File: src/rtl/mpq_host_driver_if.sv
`default_nettype none
// ============================================================================
// Module   : mpq_host_driver_if
// Brief    : Engine-side bus between the MPQ host driver and the MPQ engine.
// Revision : 1.0  initial release
// ============================================================================
interface mpq_host_driver_if;
    logic       data_valid;
    logic [7:0] data;
    logic       cmd_valid;
    logic [2:0] cmd;
    logic [7:0] index;
    logic [7:0] value;
    logic       busy;
    logic       RAM_valid;
    logic [7:0] RAM_A;
    logic [7:0] RAM_D;
    logic       done;

    modport master (
        output data_valid, data, cmd_valid, cmd, index, value,
        input  busy, RAM_valid, RAM_A, RAM_D, done
    );

    modport slave (
        input  data_valid, data, cmd_valid, cmd, index, value,
        output busy, RAM_valid, RAM_A, RAM_D, done
    );
endinterface
`default_nettype wire

File: src/rtl/mpq_host_driver.sv
`default_nettype none
// ============================================================================
// Module   : mpq_host_driver
// Brief    : Host-side initiator for the MPQ engine: buffers a data burst,
//            issues queue commands and forwards the RAM write-back stream.
//            Optional watchdog enabled by defining MPQ_DRV_TIMEOUT_EN.
// Revision : 1.0  initial release
// ============================================================================
module mpq_host_driver #(
    parameter int DEPTH   = 255,
    parameter int GAP     = 2,
    parameter int TIMEOUT = 1023
) (
    input  logic              clk,
    input  logic              rst_n,
    input  logic              ld_valid,
    input  logic [7:0]        ld_data,
    input  logic              ld_last,
    output logic              ld_ready,
    input  logic              op_valid,
    input  logic [2:0]        op_cmd,
    input  logic [7:0]        op_index,
    input  logic [7:0]        op_value,
    output logic              op_ready,
    mpq_host_driver_if.master eng,
    output logic              res_valid,
    output logic [7:0]        res_addr,
    output logic [7:0]        res_data,
    output logic              res_done,
    output logic              op_done,
    output logic              err
);

    localparam logic [7:0]      c_DEPTH    = 8'(DEPTH);
    localparam int              c_GW       = (GAP > 1) ? $clog2(GAP) : 1;
    localparam logic [c_GW-1:0] c_GAP_LAST = c_GW'(GAP - 1);
    localparam logic [9:0]      c_TO_LAST  = 10'(TIMEOUT - 1);

    typedef enum logic [2:0] {
        S_IDLE      = 3'd0,
        S_LOAD      = 3'd1,
        S_PUSH      = 3'd2,
        S_CMD       = 3'd3,
        S_WAIT_BUSY = 3'd4,
        S_WAIT_END  = 3'd5,
        S_GAP_S     = 3'd6
    } state_t;

    state_t          r_state;
    state_t          w_state_nxt;

    logic [7:0]      r_buf [0:DEPTH-1];
    logic [7:0]      r_count;
    logic [7:0]      r_rd_ptr;
    logic [2:0]      r_cmd;
    logic [7:0]      r_index;
    logic [7:0]      r_value;
    logic            r_prev_done;
    logic            r_stale;
    logic [c_GW-1:0] r_gap;
    logic            r_res_valid;
    logic [7:0]      r_res_addr;
    logic [7:0]      r_res_data;
    logic            r_res_done;
    logic            r_op_done;
    logic            r_err;

    logic            w_ld_ready;
    logic            w_op_ready;
    logic            w_byte_acc;
    logic            w_op_acc;
    logic            w_bad_op;
    logic            w_push_adv;
    logic            w_push_end;
    logic            w_data_valid;
    logic            w_cmd_valid;
    logic            w_ram_fwd;
    logic            w_op_done_evt;
    logic            w_res_done_evt;
    logic            w_err_evt;
    logic            w_wdog_hit;

`ifdef MPQ_DRV_TIMEOUT_EN
    logic [9:0]      r_wdog;

    always_ff @(posedge clk or negedge rst_n) begin
        if (!rst_n) begin
            r_wdog <= '0;
        end else if (r_state == S_WAIT_BUSY || r_state == S_WAIT_END) begin
            r_wdog <= r_wdog + 10'd1;
        end else begin
            r_wdog <= '0;
        end
    end

    assign w_wdog_hit = (r_state == S_WAIT_BUSY || r_state == S_WAIT_END) &&
                        (r_wdog == c_TO_LAST);
`else
    logic [9:0]      w_unused_timeout;
    assign w_unused_timeout = c_TO_LAST;
    assign w_wdog_hit       = 1'b0;
`endif

    always_ff @(posedge clk or negedge rst_n) begin
        if (!rst_n) begin
            r_state <= S_IDLE;
        end else begin
            r_state <= w_state_nxt;
        end
    end

    always_comb begin
        w_state_nxt    = r_state;
        w_ld_ready     = 1'b0;
        w_op_ready     = 1'b0;
        w_byte_acc     = 1'b0;
        w_op_acc       = 1'b0;
        w_bad_op       = 1'b0;
        w_push_adv     = 1'b0;
        w_push_end     = 1'b0;
        w_data_valid   = 1'b0;
        w_cmd_valid    = 1'b0;
        w_ram_fwd      = 1'b0;
        w_op_done_evt  = 1'b0;
        w_res_done_evt = 1'b0;
        w_err_evt      = 1'b0;

        case (r_state)
            S_IDLE, S_LOAD: begin
                // Ready outputs are held low while reset is asserted.
                w_ld_ready = rst_n && (r_count < c_DEPTH);
                w_op_ready = rst_n && (r_state == S_IDLE) && (r_count == 8'd0) &&
                             !eng.busy && !ld_valid;
                w_byte_acc = ld_valid && w_ld_ready;
                w_op_acc   = op_valid && w_op_ready;
                if (w_byte_acc) begin
                    w_state_nxt = (ld_last || (r_count == c_DEPTH - 8'd1)) ? S_PUSH : S_LOAD;
                end else if (w_op_acc) begin
                    if (op_cmd > 3'd4) begin
                        w_bad_op      = 1'b1;
                        w_err_evt     = 1'b1;
                        w_op_done_evt = 1'b1;
                    end else begin
                        w_state_nxt = S_CMD;
                    end
                end
            end
            S_PUSH: begin
                w_data_valid = !eng.busy;
                if (!eng.busy) begin
                    w_push_adv = 1'b1;
                    if (r_rd_ptr == r_count - 8'd1) begin
                        w_push_end    = 1'b1;
                        w_op_done_evt = 1'b1;
                        w_state_nxt   = S_GAP_S;
                    end
                end
            end
            S_CMD: begin
                w_cmd_valid = 1'b1;
                w_state_nxt = S_WAIT_BUSY;
            end
            S_WAIT_BUSY: begin
                if (eng.busy) begin
                    w_state_nxt = S_WAIT_END;
                end
            end
            S_WAIT_END: begin
                if (r_cmd != 3'd4) begin
                    if (!eng.busy) begin
                        w_op_done_evt = 1'b1;
                        w_state_nxt   = S_GAP_S;
                    end
                end else if (r_stale) begin
                    // done was already high at issue, so no edge will come: end on busy low.
                    if (!eng.busy) begin
                        w_op_done_evt  = 1'b1;
                        w_res_done_evt = 1'b1;
                        w_err_evt      = 1'b1;
                        w_state_nxt    = S_GAP_S;
                    end
                end else begin
                    w_ram_fwd = eng.RAM_valid && !eng.done;
                    if (eng.done && !r_prev_done) begin
                        w_op_done_evt  = 1'b1;
                        w_res_done_evt = 1'b1;
                        w_state_nxt    = S_GAP_S;
                    end
                end
            end
            S_GAP_S: begin
                if (r_gap == c_GAP_LAST) begin
                    w_state_nxt = S_IDLE;
                end
            end
            default: begin
                w_state_nxt = S_IDLE;
            end
        endcase

        if (w_wdog_hit && (w_state_nxt != S_GAP_S)) begin
            w_op_done_evt = 1'b1;
            w_err_evt     = 1'b1;
            w_state_nxt   = S_GAP_S;
        end
    end

    always_ff @(posedge clk) begin
        if (w_byte_acc) begin
            r_buf[r_count] <= ld_data;
        end
    end

    always_ff @(posedge clk or negedge rst_n) begin
        if (!rst_n) begin
            r_count     <= '0;
            r_rd_ptr    <= '0;
            r_cmd       <= '0;
            r_index     <= '0;
            r_value     <= '0;
            r_prev_done <= 1'b0;
            r_stale     <= 1'b0;
            r_gap       <= '0;
            r_res_valid <= 1'b0;
            r_res_addr  <= '0;
            r_res_data  <= '0;
            r_res_done  <= 1'b0;
            r_op_done   <= 1'b0;
            r_err       <= 1'b0;
        end else begin
            r_prev_done <= eng.done;
            r_op_done   <= w_op_done_evt;
            r_res_done  <= w_res_done_evt;
            r_res_valid <= w_ram_fwd;
            if (w_ram_fwd) begin
                r_res_addr <= eng.RAM_A;
                r_res_data <= eng.RAM_D;
            end
            if (w_err_evt) begin
                r_err <= 1'b1;
            end

            if (w_byte_acc) begin
                r_count <= r_count + 8'd1;
            end else if (w_push_end) begin
                r_count <= '0;
            end

            if (w_push_end) begin
                r_rd_ptr <= '0;
            end else if (w_push_adv) begin
                r_rd_ptr <= r_rd_ptr + 8'd1;
            end

            // Command fields stay on the engine bus until the transaction ends.
            if (w_op_acc && !w_bad_op) begin
                r_cmd   <= op_cmd;
                r_index <= op_index;
                r_value <= op_value;
            end else if ((r_state == S_WAIT_BUSY || r_state == S_WAIT_END) &&
                         (w_state_nxt == S_GAP_S)) begin
                r_cmd   <= '0;
                r_index <= '0;
                r_value <= '0;
            end

            if (r_state == S_CMD) begin
                r_stale <= eng.done;
            end

            r_gap <= (r_state == S_GAP_S) ? r_gap + 1'b1 : '0;
        end
    end

    assign ld_ready       = w_ld_ready;
    assign op_ready       = w_op_ready;
    assign eng.data_valid = w_data_valid;
    assign eng.data       = w_data_valid ? r_buf[r_rd_ptr] : 8'd0;
    assign eng.cmd_valid  = w_cmd_valid;
    assign eng.cmd        = r_cmd;
    assign eng.index      = r_index;
    assign eng.value      = r_value;
    assign res_valid      = r_res_valid;
    assign res_addr       = r_res_addr;
    assign res_data       = r_res_data;
    assign res_done       = r_res_done;
    assign op_done        = r_op_done;
    assign err            = r_err;

endmodule
`default_nettype wire
File: src/flat_wrapper.sv
// flat-port wrapper written by rule: the top's interface ports become plain ports
module mpq_host_driver_flat 
#(
    parameter int DEPTH   = 255,
    parameter int GAP     = 2,
    parameter int TIMEOUT = 1023
)
  (clk, rst_n, ld_valid, ld_data, ld_last, ld_ready, op_valid, op_cmd, op_index, op_value, op_ready, res_valid, res_addr, res_data, res_done, op_done, err, eng_data_valid, eng_data, eng_cmd_valid, eng_cmd, eng_index, eng_value, eng_busy, eng_RAM_valid, eng_RAM_A, eng_RAM_D, eng_done);
  mpq_host_driver_if eng_i ();
  input  logic clk;
  input  logic rst_n;
  input  logic ld_valid;
  input  logic [7:0] ld_data;
  input  logic ld_last;
  output logic ld_ready;
  input  logic op_valid;
  input  logic [2:0] op_cmd;
  input  logic [7:0] op_index;
  input  logic [7:0] op_value;
  output logic op_ready;
  output logic res_valid;
  output logic [7:0] res_addr;
  output logic [7:0] res_data;
  output logic res_done;
  output logic op_done;
  output logic err;
  output wire logic [$bits(eng_i.data_valid)-1:0] eng_data_valid;
  output wire logic [$bits(eng_i.data)-1:0] eng_data;
  output wire logic [$bits(eng_i.cmd_valid)-1:0] eng_cmd_valid;
  output wire logic [$bits(eng_i.cmd)-1:0] eng_cmd;
  output wire logic [$bits(eng_i.index)-1:0] eng_index;
  output wire logic [$bits(eng_i.value)-1:0] eng_value;
  input wire logic [$bits(eng_i.busy)-1:0] eng_busy;
  input wire logic [$bits(eng_i.RAM_valid)-1:0] eng_RAM_valid;
  input wire logic [$bits(eng_i.RAM_A)-1:0] eng_RAM_A;
  input wire logic [$bits(eng_i.RAM_D)-1:0] eng_RAM_D;
  input wire logic [$bits(eng_i.done)-1:0] eng_done;
  assign eng_data_valid = eng_i.data_valid;
  assign eng_data = eng_i.data;
  assign eng_cmd_valid = eng_i.cmd_valid;
  assign eng_cmd = eng_i.cmd;
  assign eng_index = eng_i.index;
  assign eng_value = eng_i.value;
  assign eng_i.busy = eng_busy;
  assign eng_i.RAM_valid = eng_RAM_valid;
  assign eng_i.RAM_A = eng_RAM_A;
  assign eng_i.RAM_D = eng_RAM_D;
  assign eng_i.done = eng_done;
  mpq_host_driver #(.DEPTH(DEPTH), .GAP(GAP), .TIMEOUT(TIMEOUT)) u_core (.clk(clk), .rst_n(rst_n), .ld_valid(ld_valid), .ld_data(ld_data), .ld_last(ld_last), .ld_ready(ld_ready), .op_valid(op_valid), .op_cmd(op_cmd), .op_index(op_index), .op_value(op_value), .op_ready(op_ready), .eng(eng_i), .res_valid(res_valid), .res_addr(res_addr), .res_data(res_data), .res_done(res_done), .op_done(op_done), .err(err));
endmodule
File: config.mk
export PLATFORM = sky130hd
export DESIGN_NAME = mpq_host_driver_flat
export DESIGN_NICKNAME = d
export VERILOG_FILES = /design/src/rtl/mpq_host_driver_if.sv /design/src/rtl/mpq_host_driver.sv /design/src/flat_wrapper.sv
export SDC_FILE = /design/constraint.sdc
export NUM_CORES = 2
export LEC_CHECK = 0
export BUFFER_PORTS_ARGS = -buffer_cell sky130_fd_sc_hd__buf_2
export CORE_ASPECT_RATIO = 1.2
export CORE_MARGIN = 2
export CORE_UTILIZATION = 55
export CTS_CLUSTER_SIZE = 14
export DETAILED_ROUTE_END_ITERATION = 8
export PLACE_DENSITY = 0.71
export SYNTH_ARGS = -nofsm -noshare
export SYNTH_HDL_FRONTEND = slang
export SYNTH_SLANG_ARGS = --single-unit
File: constraint.sdc
create_clock -name clk -period 6.55 [get_ports clk]
set_input_delay 0.3275 -clock clk [delete_from_list [all_inputs] [get_ports clk]]
set_output_delay 0.3275 -clock clk [all_outputs]
set_load 0.02 [all_outputs]
==> results.json <==
{
  "outcome": "complete, no violations",
  "port_buffers": 101,
  "cts_buffers": 191,
  "seq_area_frac_synth_pct": 76.74,
  "min_delay_path_depth": 1,
  "final_common_cell": "edfxtp_1",
  "ioPinCount": 102,
  "fp-row-count": 155,
  "drt_iter0_drc": 6136,
  "seq_area_um2": 62800,
  "place_hpwl_um": 130200,
  "grtUsageMet2_pct": 44.82,
  "path_cells": "and2_2 -> nand2b_1 -> o221ai_1 -> a21oi_1 -> a21oi_1 -> nor4_1 -> o32ai_1 -> buf_2",
  "grt_busiest_layer": "met2",
  "yosysTopAreaCellShare_pct": 74.87,
  "max_stage_delay_ns": 0.97,
  "dieWidth_um": 356.1,
  "crit_type": "reg -> out",
  "hp-class": "in -> reg",
  "cts_setup_buffers": 0,
  "tightestPinTransition_ns": 1.425,
  "ctsResizeCount": 0,
  "first_pass_iters": 6,
  "rsz0062_at_grt": "false",
  "antenna_found_initial": 11,
  "ys.flop_type": "edfxtp_1",
  "num-fill-cells": 10160,
  "ant_nets": 0,
  "peakVddDrop_mv": 0.3191,
  "timing.final.crit_share_pct": 90.99,
  "pre_cts_ws_ns": 1.774,
  "reg2reg_slack_ns": 2.45,
  "insertion_delay_ns": 0.83,
  "drt-vias-per-instance": 6.641,
  "die_area_um2": 151900,
  "dp.cells": 5973,
  "drc": 0,
  "syn_inst": 4052,
  "synthArstFlopShare_pct": 2.903,
  "final_cell_mix": "2040 x edfxtp_1, 446 x mux4_2, 318 x nor2_1",
  "r2r_cells": 7,
  "cp_max_fo": 35,
  "instances_no_fill": 6392,
  "maxSlewHeadroom_pct": 4.680,
  "initial_core_util_pct": 55.22,
  "hold_slack_ns": 0.05914,
  "cp.required_ns": 6.22,
  "worst_setup_path_start_kind": "flip-flop",
  "area_growth_pct": 11.55,
  "core_area_um2": 148200,
  "fin_setup_tns_ns": 0,
  "clock-root-buffer": "clkbuf_16",
  "placed_area_um2": 84710,
  "p_per_area_nw_per_um2": 378.3,
  "nNetsFinal": 4319,
  "path_common_cell": "a21oi_1",
  "routabilityCongestion": 0.9215,
  "grt_max_degree": 169,
  "clock-sinks": 2101,
  "synth_seq_cells": 2101,
  "worstHoldStart": "ld_data[6]",
  "synth_edf_count": 2040,
  "synth_area_per_cell_um2": 20.19,
  "finalWorstSetupSlack_ns": 0.5904,
  "utilization_pct": 61.60,
  "total_power_mw": 34.52,
  "netlist_area_um2": 81820,
  "setup_viol_count_final": 0,
  "arrival_ns": 5.63,
  "fin_area_um2": 91270,
  "die_h_um": 426.5,
  "yosys.area.top_type": "edfxtp_1",
  "cts_tree": "built",
  "reg2reg_from": "u_core.r_count[4]$_DFFE_PN0P_",
  "p_leak_nw": 28.64,
  "multi_input_area_um2": 17910,
  "cts_max_level": 4,
  "min_period_ns": 5.960,
  "grt.total_usage_pct": 28.60,
  "drt_wl_total_um": 215700,
  "ys_warn_count": 0,
  "vias": 42450,
  "maxSlewViolCount": 0,
  "max_freq_mhz": 167.8,
  "globalRouteMet1Util_pct": 37.65,
  "clk_pin_slew_ns": 0.07,
  "slowest_stage": "o32ai_1",
  "yosys-top-cells-area": "edfxtp_1 75%, mux4_2 12%, mux2i_1 2.2%",
  "syn_nets": 4108,
  "finClkSkew_ns": 0.01987,
  "crit_end": "eng_data[5]",
  "use_met3_pct": 7.026,
  "cp-end-kind": "primary output",
  "crit_start": "u_core.r_rd_ptr[3]$_DFFE_PN0P_",
  "layout-drive-gt1-share_pct": 21.50,
  "r2r-end": "u_core.r_buf[179][7]$_DFFE_PP_",
  "cts_buffer_depth": 3,
  "finalHoldViolCount": 0,
  "grt_pass1_wl_um": 306000,
  "cap_violations": 0,
  "synth_cell_types": 68,
  "grt-ovfl-total": 0,
  "wl_per_cell_um": 33.75,
  "grt_pass1_vias": 42060
}
## critical path: cells and delay by family (launching register included)
| family | cells | cell delay (ns) |
|---|---|---|
| compound gates | 4 | 2.10 |
| simple gates | 3 | 1.49 |
| flops | 1 | 0.83 |
| buf+inv | 1 | 0.32 |
## where the power goes
part	switching [mW]	internal, mW	total, mW
clock	4.83	5.91	10.7
combinational	5.09	3.49	8.57
sequential	0.361	14.8	15.2
total	10.3	24.2	34.5
## area by class of cell
type / instances / area share (%)
Antenna cell: 3 / 0.008225
Clock buffer: 263 / 5.734
Clock inverter: 94 / 0.8020
Inverter: 8 / 0.03564
Multi-Input combinational cell: 1695 / 19.62
Sequential cell: 2101 / 68.81
Tap cell: 1962 / 2.690
Timing Repair Buffer: 266 / 2.298
## what timing repair did
item | in CTS | in global routing
hold buffers | 59 | 0
hold endpoints to repair | 102 | 0
endpoints found under the setup margin | 0 | 0
## Yosys cell counts (7+ instances only)
| library cell | instances |
|---|---|
| a2111oi_0 | 7 |
| a211oi_1 | 14 |
| a21oi_1 | 66 |
| a221oi_1 | 38 |
| a22o_1 | 36 |
| a22oi_1 | 84 |
| a311oi_1 | 7 |
| a31oi_1 | 14 |
| and2_1 | 7 |
| and3_1 | 10 |
| buf_1 | 22 |
| buf_2 | 70 |
| buf_4 | 34 |
| clkbuf_1 | 117 |
| dfrtp_1 | 61 |
| edfxtp_1 | 2040 |
| mux2_2 | 7 |
| mux2i_1 | 181 |
| mux4_2 | 446 |
| nand2_1 | 133 |
| nand2b_1 | 13 |
| nand3_1 | 52 |
| nor2_1 | 321 |
| nor2b_1 | 22 |
| nor3_1 | 17 |
| nor4_1 | 8 |
| o211ai_1 | 20 |
| o21ai_0 | 52 |
| o221ai_1 | 11 |
| o22ai_1 | 31 |
| or3_1 | 9 |
| xnor2_1 | 10 |
| xor2_1 | 9 |
## how the worst min path moves through the flow
stage / end
floorplan: u_core.eng.cmd[0]$_DFFE_PN0P_
global placement: u_core.r_gap$_DFF_PN0_
detailed placement: u_core.r_gap$_DFF_PN0_
CTS: u_core.r_buf[202][6]$_DFFE_PP_
global route: u_core.r_buf[206][6]$_DFFE_PP_
finish: u_core.r_buf[206][6]$_DFFE_PP_
## metal layers
metal	vias to the layer above	routed length (µm)
met5	-	47
met4	8	12440
met3	546	23010
met2	2687	102500
met1	22080	77740
li1	17130	-
## state kept, by name, summed over array words and instances, names as in the netlist
name,cells
u_core.r_state,3
u_core.eng.cmd,3
u_core.err,1
u_core.res_addr,8
u_core.res_valid,1
u_core.r_prev_done,1
u_core.r_gap,1
u_core.r_rd_ptr,8
u_core.r_count,8
u_core.op_done,1
u_core.eng.index,8
u_core.res_done,1
u_core.eng.value,8
u_core.r_buf,2040
u_core.r_stale,1
u_core.res_data,8
## cells by family (layout without fill, tap and decap cells)
logic type,after synthesis,in the layout,share of synthesized area (%)
AOI/OAI and AO/OA,410,410,3.523
DFF,2101,2101,76.74
and+or+nand+nor,627,627,3.387
other,0,3,0
xor gates and xnor gates,19,19,0.2034
buffers and inverters,256,631,1.483
adders and majority gates,5,5,0.07646
muxes,634,634,14.59
No activity file was read; power rests on OpenSTA's default activity.
